`src/rtl/register_scoreboard_if.sv`:
```
// register_scoreboard_if: issue, writeback and flush inputs plus stall/status outputs of the scoreboard.
interface register_scoreboard_if #(
  parameter int REG_ADDR_WIDTH  = 5,
  parameter int STALL_CNT_WIDTH = 32
);
  logic                       inIssueValid;
  logic [REG_ADDR_WIDTH-1:0]  inIssueRs1;
  logic [REG_ADDR_WIDTH-1:0]  inIssueRs2;
  logic [REG_ADDR_WIDTH-1:0]  inIssueRd;
  logic                       inIssueLongOp;
  logic                       inWbValid;
  logic [REG_ADDR_WIDTH-1:0]  inWbRd;
  logic                       inFlush;
  logic                       outStall;
  logic [REG_ADDR_WIDTH+1:0]  outPendingTotal;
  logic [STALL_CNT_WIDTH-1:0] outStallCycles;
  logic                       outError;
  modport master (
    output inIssueValid, inIssueRs1, inIssueRs2, inIssueRd, inIssueLongOp, inWbValid, inWbRd, inFlush,
    input  outStall, outPendingTotal, outStallCycles, outError
  );
  modport slave (
    input  inIssueValid, inIssueRs1, inIssueRs2, inIssueRd, inIssueLongOp, inWbValid, inWbRd, inFlush,
    output outStall, outPendingTotal, outStallCycles, outError
  );
endinterface

```
`src/rtl/register_scoreboard.sv`:
```
// register_scoreboard: per-register pending counters for long-latency producers; stalls issue on RAW/saturation hazards.
module register_scoreboard #(
  parameter int REG_COUNT       = 32,
  parameter int REG_ADDR_WIDTH  = 5,
  parameter int STALL_CNT_WIDTH = 32
) (
  input logic clk,
  input logic reset,
  register_scoreboard_if.slave bus
);
  localparam int TW = REG_ADDR_WIDTH + 2;
  logic [1:0] cnt [REG_COUNT];
  logic [TW-1:0] pendingTotal;
  logic [STALL_CNT_WIDTH-1:0] stallCycles;
  logic errorFlag;
  logic rs1Busy, rs2Busy, rdFull, stall, inc, dec, wbErr;
  always_comb begin
    // a source with a single pending write completing this cycle is satisfied by the writeback
    rs1Busy = bus.inIssueRs1 != '0 && (cnt[bus.inIssueRs1] > 2'd1 ||
              (cnt[bus.inIssueRs1] == 2'd1 && !(bus.inWbValid && bus.inWbRd == bus.inIssueRs1)));
    rs2Busy = bus.inIssueRs2 != '0 && (cnt[bus.inIssueRs2] > 2'd1 ||
              (cnt[bus.inIssueRs2] == 2'd1 && !(bus.inWbValid && bus.inWbRd == bus.inIssueRs2)));
    rdFull  = bus.inIssueLongOp && bus.inIssueRd != '0 && cnt[bus.inIssueRd] == 2'd3;
    stall   = reset && bus.inIssueValid && !bus.inFlush && (rs1Busy || rs2Busy || rdFull);
    inc     = bus.inIssueValid && !stall && !bus.inFlush && bus.inIssueLongOp && bus.inIssueRd != '0;
    dec     = bus.inWbValid && bus.inWbRd != '0 && cnt[bus.inWbRd] != 2'd0;
    wbErr   = bus.inWbValid && bus.inWbRd != '0 && cnt[bus.inWbRd] == 2'd0 && !bus.inFlush;
  end
  always_ff @(posedge clk) begin
    if (!reset) begin
      for (int r = 0; r < REG_COUNT; r++) cnt[r] <= 2'd0;
      pendingTotal <= '0;
      stallCycles  <= '0;
      errorFlag    <= 1'b0;
    end else begin
      if (stall && !(&stallCycles)) stallCycles <= stallCycles + 1'b1;
      if (wbErr) errorFlag <= 1'b1;
      if (bus.inFlush) begin
        for (int r = 0; r < REG_COUNT; r++) cnt[r] <= 2'd0;
        pendingTotal <= '0;
      end else begin
        cnt[0] <= 2'd0;
        for (int r = 1; r < REG_COUNT; r++)
          cnt[r] <= cnt[r] + 2'(inc && bus.inIssueRd == REG_ADDR_WIDTH'(r))
                           - 2'(dec && bus.inWbRd == REG_ADDR_WIDTH'(r));
        pendingTotal <= pendingTotal + TW'(inc) - TW'(dec);
      end
    end
  end
  assign bus.outStall        = stall;
  assign bus.outPendingTotal = pendingTotal;
  assign bus.outStallCycles  = stallCycles;
  assign bus.outError        = errorFlag;
endmodule

```
`src/flat_wrapper.sv`:
```
// flat-port wrapper written by rule: the top's interface ports become plain ports
module register_scoreboard_flat 
#(
  parameter int REG_COUNT       = 32,
  parameter int REG_ADDR_WIDTH  = 5,
  parameter int STALL_CNT_WIDTH = 32
)
  (clk, reset, bus_inIssueValid, bus_inIssueRs1, bus_inIssueRs2, bus_inIssueRd, bus_inIssueLongOp, bus_inWbValid, bus_inWbRd, bus_inFlush, bus_outStall, bus_outPendingTotal, bus_outStallCycles, bus_outError);
  register_scoreboard_if #(.REG_ADDR_WIDTH(REG_ADDR_WIDTH), .STALL_CNT_WIDTH(STALL_CNT_WIDTH)) bus_i ();
  input logic clk;
  input logic reset;
  input wire logic [$bits(bus_i.inIssueValid)-1:0] bus_inIssueValid;
  input wire logic [$bits(bus_i.inIssueRs1)-1:0] bus_inIssueRs1;
  input wire logic [$bits(bus_i.inIssueRs2)-1:0] bus_inIssueRs2;
  input wire logic [$bits(bus_i.inIssueRd)-1:0] bus_inIssueRd;
  input wire logic [$bits(bus_i.inIssueLongOp)-1:0] bus_inIssueLongOp;
  input wire logic [$bits(bus_i.inWbValid)-1:0] bus_inWbValid;
  input wire logic [$bits(bus_i.inWbRd)-1:0] bus_inWbRd;
  input wire logic [$bits(bus_i.inFlush)-1:0] bus_inFlush;
  output wire logic [$bits(bus_i.outStall)-1:0] bus_outStall;
  output wire logic [$bits(bus_i.outPendingTotal)-1:0] bus_outPendingTotal;
  output wire logic [$bits(bus_i.outStallCycles)-1:0] bus_outStallCycles;
  output wire logic [$bits(bus_i.outError)-1:0] bus_outError;
  assign bus_i.inIssueValid = bus_inIssueValid;
  assign bus_i.inIssueRs1 = bus_inIssueRs1;
  assign bus_i.inIssueRs2 = bus_inIssueRs2;
  assign bus_i.inIssueRd = bus_inIssueRd;
  assign bus_i.inIssueLongOp = bus_inIssueLongOp;
  assign bus_i.inWbValid = bus_inWbValid;
  assign bus_i.inWbRd = bus_inWbRd;
  assign bus_i.inFlush = bus_inFlush;
  assign bus_outStall = bus_i.outStall;
  assign bus_outPendingTotal = bus_i.outPendingTotal;
  assign bus_outStallCycles = bus_i.outStallCycles;
  assign bus_outError = bus_i.outError;
  register_scoreboard #(.REG_COUNT(REG_COUNT), .REG_ADDR_WIDTH(REG_ADDR_WIDTH), .STALL_CNT_WIDTH(STALL_CNT_WIDTH)) u_core (.clk(clk), .reset(reset), .bus(bus_i));
endmodule
```
`config.mk`:
```
export PLATFORM = sky130hd
export DESIGN_NAME = register_scoreboard_flat
export DESIGN_NICKNAME = d
export VERILOG_FILES = /design/src/rtl/register_scoreboard_if.sv /design/src/rtl/register_scoreboard.sv /design/src/flat_wrapper.sv
export SDC_FILE = /design/constraint.sdc
export NUM_CORES = 1
export LEC_CHECK = 0
export CAP_MARGIN = 0
export CORE_MARGIN = 3
export CORE_UTILIZATION = 40
export DETAILED_ROUTE_END_ITERATION = 8
export GPL_ROUTABILITY_DRIVEN = 0
export PLACE_DENSITY_LB_ADDON = 0.1
export SYNTH_ARGS = -nofsm -noshare
export SYNTH_HDL_FRONTEND = slang
export SYNTH_SLANG_ARGS = --single-unit
```
`constraint.sdc`:
```
create_clock -name clk -period 6.74 [get_ports clk]
set_input_delay 1.348 -clock clk [delete_from_list [all_inputs] [get_ports clk]]
set_output_delay 1.348 -clock clk [all_outputs]
set_load 0.005 [all_outputs]
```
==> impl_metrics.ini, run 1 <==
[yosys]
ys_types = 67
synthTopCellsByArea = edfxtp_1 (22%), ha_1 (10%), mux4_2 (9.5%)
ys_seq_elements = 102
syn_area_um2 = 8521
ys.flop_type = edfxtp_1
async_flop_share = 0
yosysTopAreaCell = edfxtp_1
yosysSeqAreaShare = 0.3125
netlist_instances = 924
yosysWarnings = 0
synth_edf_count = 62
synth_top_area_frac = 0.2185
avgSynthCellArea_um2 = 9.222

[timing]
setup_viol = 0
max_freq_ghz = 0.1705
fin_tns_setup_ns = 0
relSlewSlack = 0.3617
final_hold_viol_count = 0
drv_slew = 0
fin_ws_ns = 0.8741
min_period_ns = 5.866
worst_slew_pin_slew_ns = 0.9450
finalCritPeriodShare = 0.8703
worst_clock_skew_ns = 0.01671
rsz0062_at_grt = false

[floorplan]
die-area_um2 = 23090
die_h_um = 152.0
rows = 52
coreArea_um2 = 20560
floorplan.initialDensity = 0.4144
io_pins = 67
die_w_um = 152.0

[worst_setup_path]
startpoint_type = input port
setup.reg_to_reg.worst_slack_ns = 2.58
r2r_end = u_core.bus.outPendingTotal[6]$_SDFF_PN0_
cp.arrival_ns = 4.52
path_class = input port to output pin
critPathCaptureType = output pin
critPathRequiredTime_ns = 5.39
crit_fanout = 12
r2r-start = u_core.cnt[4][1]$_SDFFCE_PN0P_
rr_worst_depth = 18

[layout]
multiInputGateArea_um2 = 5512
layout-drive-gt1-share = 0.08704
antenna_cells = 0
nets = 1126
fillCellCount = 2070
synthToLayoutAreaGrowth_pct = 16.67
regArea_um2 = 2663

[route]
antenna_left = 0
drt_pass1_iterations = 5
drt-initial-drc-count = 600
vias_per_cell = 5.443
remaining_drc_errors = 0
routed_wl_um = 24120
route.vias.total = 7098
post_drt_wl_per_cell_um = 18.50

[cts]
clock-sinks = 102
htree_levels = 3
cts_resized = 0
cts_made_buffers = 9
cts-root-buf = clkbuf_16
cts-hold-fix-buffers = 0
clk_latency_ns = 0.37
post_cts_buffers = 0
clk_pin_slew_ns = 0.07
cts_max_path_buffers = 2
cts_tree = built

[global_routing]
grt.overflow.total = 0
grt_pass1_wl_um = 38900
antenna_found_initial = 0
grt_pass1_vias = 6847
grt_max_degree = 39
grt_util_all_layers = 0.2093

[hold_path]
hold_class = flip-flop to flip-flop
min_from = u_core.bus.outStallCycles[3]$_SDFFE_PN0P_
whs_path_depth = 2
min_to = u_core.bus.outStallCycles[3]$_SDFFE_PN0P_

[power_and_ir_drop]
p_per_area_nw_per_um2 = 163.6
irDropWorstVdd_uv = 106.3
leakage_nw = 4.114
total_power_mw = 1.626

[job]
maxCapViolCount = 0

[run_status]
status = complete, no violations

[placed_design]
place_ws_ns = 0.9534
place_hpwl_um = 17790
portBuffers = 66
## Yosys cell counts, types with 6 or more instances
library cell and count:
a21oi_1 29, and2_1 35, buf_2 9, buf_6 6, clkbuf_1 31, dfxtp_1 40
edfxtp_1 62, ha_1 70, inv_1 84, mux2i_1 18, mux4_2 36, nand2_1 58
nand2b_1 15, nand3_1 30, nand3b_1 6, nand4_1 15, nor2_1 101, nor2b_1 19
nor3_1 32, nor4_1 14, o21ai_0 19, o31ai_1 11, or3_1 10, or4_1 10
xnor2_1 36, xor2_1 41
## worst max-delay path by stage
stage / start / end / slack (ns)
2_1_floorplan: bus_inIssueRs2[0] / u_core.bus.outPendingTotal[6]$_SDFF_PN0_ / 2.02
3_3_place_gp: bus_inIssueRs2[0] / bus_outStall / 0.94
3_5_place_dp: bus_inIssueRs1[0] / bus_outStall / 0.95
4_1_cts: bus_inIssueRs2[0] / bus_outStall / 0.92
5_1_grt: bus_inIssueRs2[0] / bus_outStall / 0.66
6_report: bus_inIssueRs2[0] / bus_outStall / 0.87
## per-stage QoR
step	util	std cells	hold WS, ns	cell area, um^2
detailed placement	0.4684	1288	0.4778	9630
floorplan	-	985	0.4604	8750
global route	0.4835	1304	0.5242	9941
finish	0.4835	1304	0.4942	9941
CTS	0.4835	1304	0.4921	9941
global placement	0.4684	1288	0.4737	9630
## cell type report
| class | count | area share |
|---|---|---|
| Clock inverter | 6 | 0.006042 |
| Timing Repair Buffer | 85 | 0.08081 |
| Inverter | 84 | 0.03172 |
| Sequential cell | 102 | 0.2678 |
| Tap cell | 270 | 0.03398 |
| Clock buffer | 10 | 0.02517 |
| Multi-Input combinational cell | 747 | 0.5544 |
## placed cells by master, fill, tap and decap left out, types with 4 or more instances in the layout
master / synthesis / routed
conb_1: 1 / 62
or2_2: 5 / 5
buf_4: 3 / 19
mux2i_1: 18 / 18
nand3b_1: 6 / 6
nand4_1: 15 / 15
inv_1: 84 / 84
a21o_1: 4 / 4
xnor2_1: 36 / 36
o31ai_1: 11 / 11
o211ai_1: 4 / 4
nand2b_1: 15 / 15
dfxtp_1: 40 / 40
and2_1: 35 / 35
mux4_2: 36 / 36
ha_1: 70 / 70
mux2_2: 5 / 5
or4_1: 10 / 10
edfxtp_1: 62 / 62
and3_1: 5 / 5
nand4b_1: 4 / 4
clkbuf_16: 0 / 10
nor2_1: 101 / 100
nor4_1: 14 / 14
nand3_1: 30 / 30
nor2b_1: 19 / 19
o21ai_0: 19 / 19
xor2_1: 41 / 41
nor3_1: 32 / 32
a21oi_1: 29 / 29
nor4b_1: 4 / 4
nand2_1: 58 / 58
or3_1: 10 / 10
and3b_1: 5 / 5
clkdlybuf4s50_1: 0 / 66
## registers in the layout, summed over array words and instances (netlist names)
name / cells
u_core.bus.outError: 1
u_core.bus.outPendingTotal: 7
u_core.bus.outStallCycles: 32
u_core.cnt: 62
## per-layer routing
metal / GRT usage / wire [um] / up-vias / share of wire
met4: 0.06293 / 585 / 0 / 0.024
met2: 0.3232 / 10640 / 287 / 0.44
met1: 0.2914 / 10890 / 3337 / 0.45
met3: 0.05205 / 1999 / 41 / 0.083
met5: 0 / 0 / - / 0
li1: - / - / 3433 / -
## where the power goes
group | leakage [nW] | switching, mW | internal (mW) | total [mW]
registers | 0.961 | 0.0448 | 0.692 | 0.737
logic | 3.00 | 0.170 | 0.154 | 0.324
clock network | 0.156 | 0.280 | 0.285 | 0.565
## cell families (layout without fill, tap and decap cells)
logic type      count (synthesis)  after routing  synth area share
buf+inv                       136            185           0.06784
xor+xnor                       77             77           0.07915
fa+ha+maj                      71             71            0.1051
simple gates                  380            380            0.2355
mux                            59             59            0.1229
other cells                     1             62         0.0004401
flops                         102            102            0.3125
compound gates                 98             98           0.07651
## critical path, cell delays in order
cell and delay (ns):
clkdlybuf4s50_1 0.67, buf_4 0.29, mux4_2 0.52, nand2_1 0.07, o21ai_0 0.08, o311ai_1 0.31
nand4_2 0.28, o211ai_1 0.26, buf_4 0.19, inv_1 0.06, clkdlybuf4s50_1 0.43
Note: power is estimated with default switching activity, not from simulation.
==> run 2: changes to the inputs <==
--- a/config.mk
+++ b/config.mk
@@ -11,6 +11,7 @@
 export DETAILED_ROUTE_END_ITERATION = 8
 export GPL_ROUTABILITY_DRIVEN = 0
 export PLACE_DENSITY_LB_ADDON = 0.1
+export SLEW_MARGIN = 10
 export SYNTH_ARGS = -nofsm -noshare
 export SYNTH_HDL_FRONTEND = slang
 export SYNTH_SLANG_ARGS = --single-unit
==> results of run 2 <==
Final layout, timing and power as in run 1 (identical DEF).
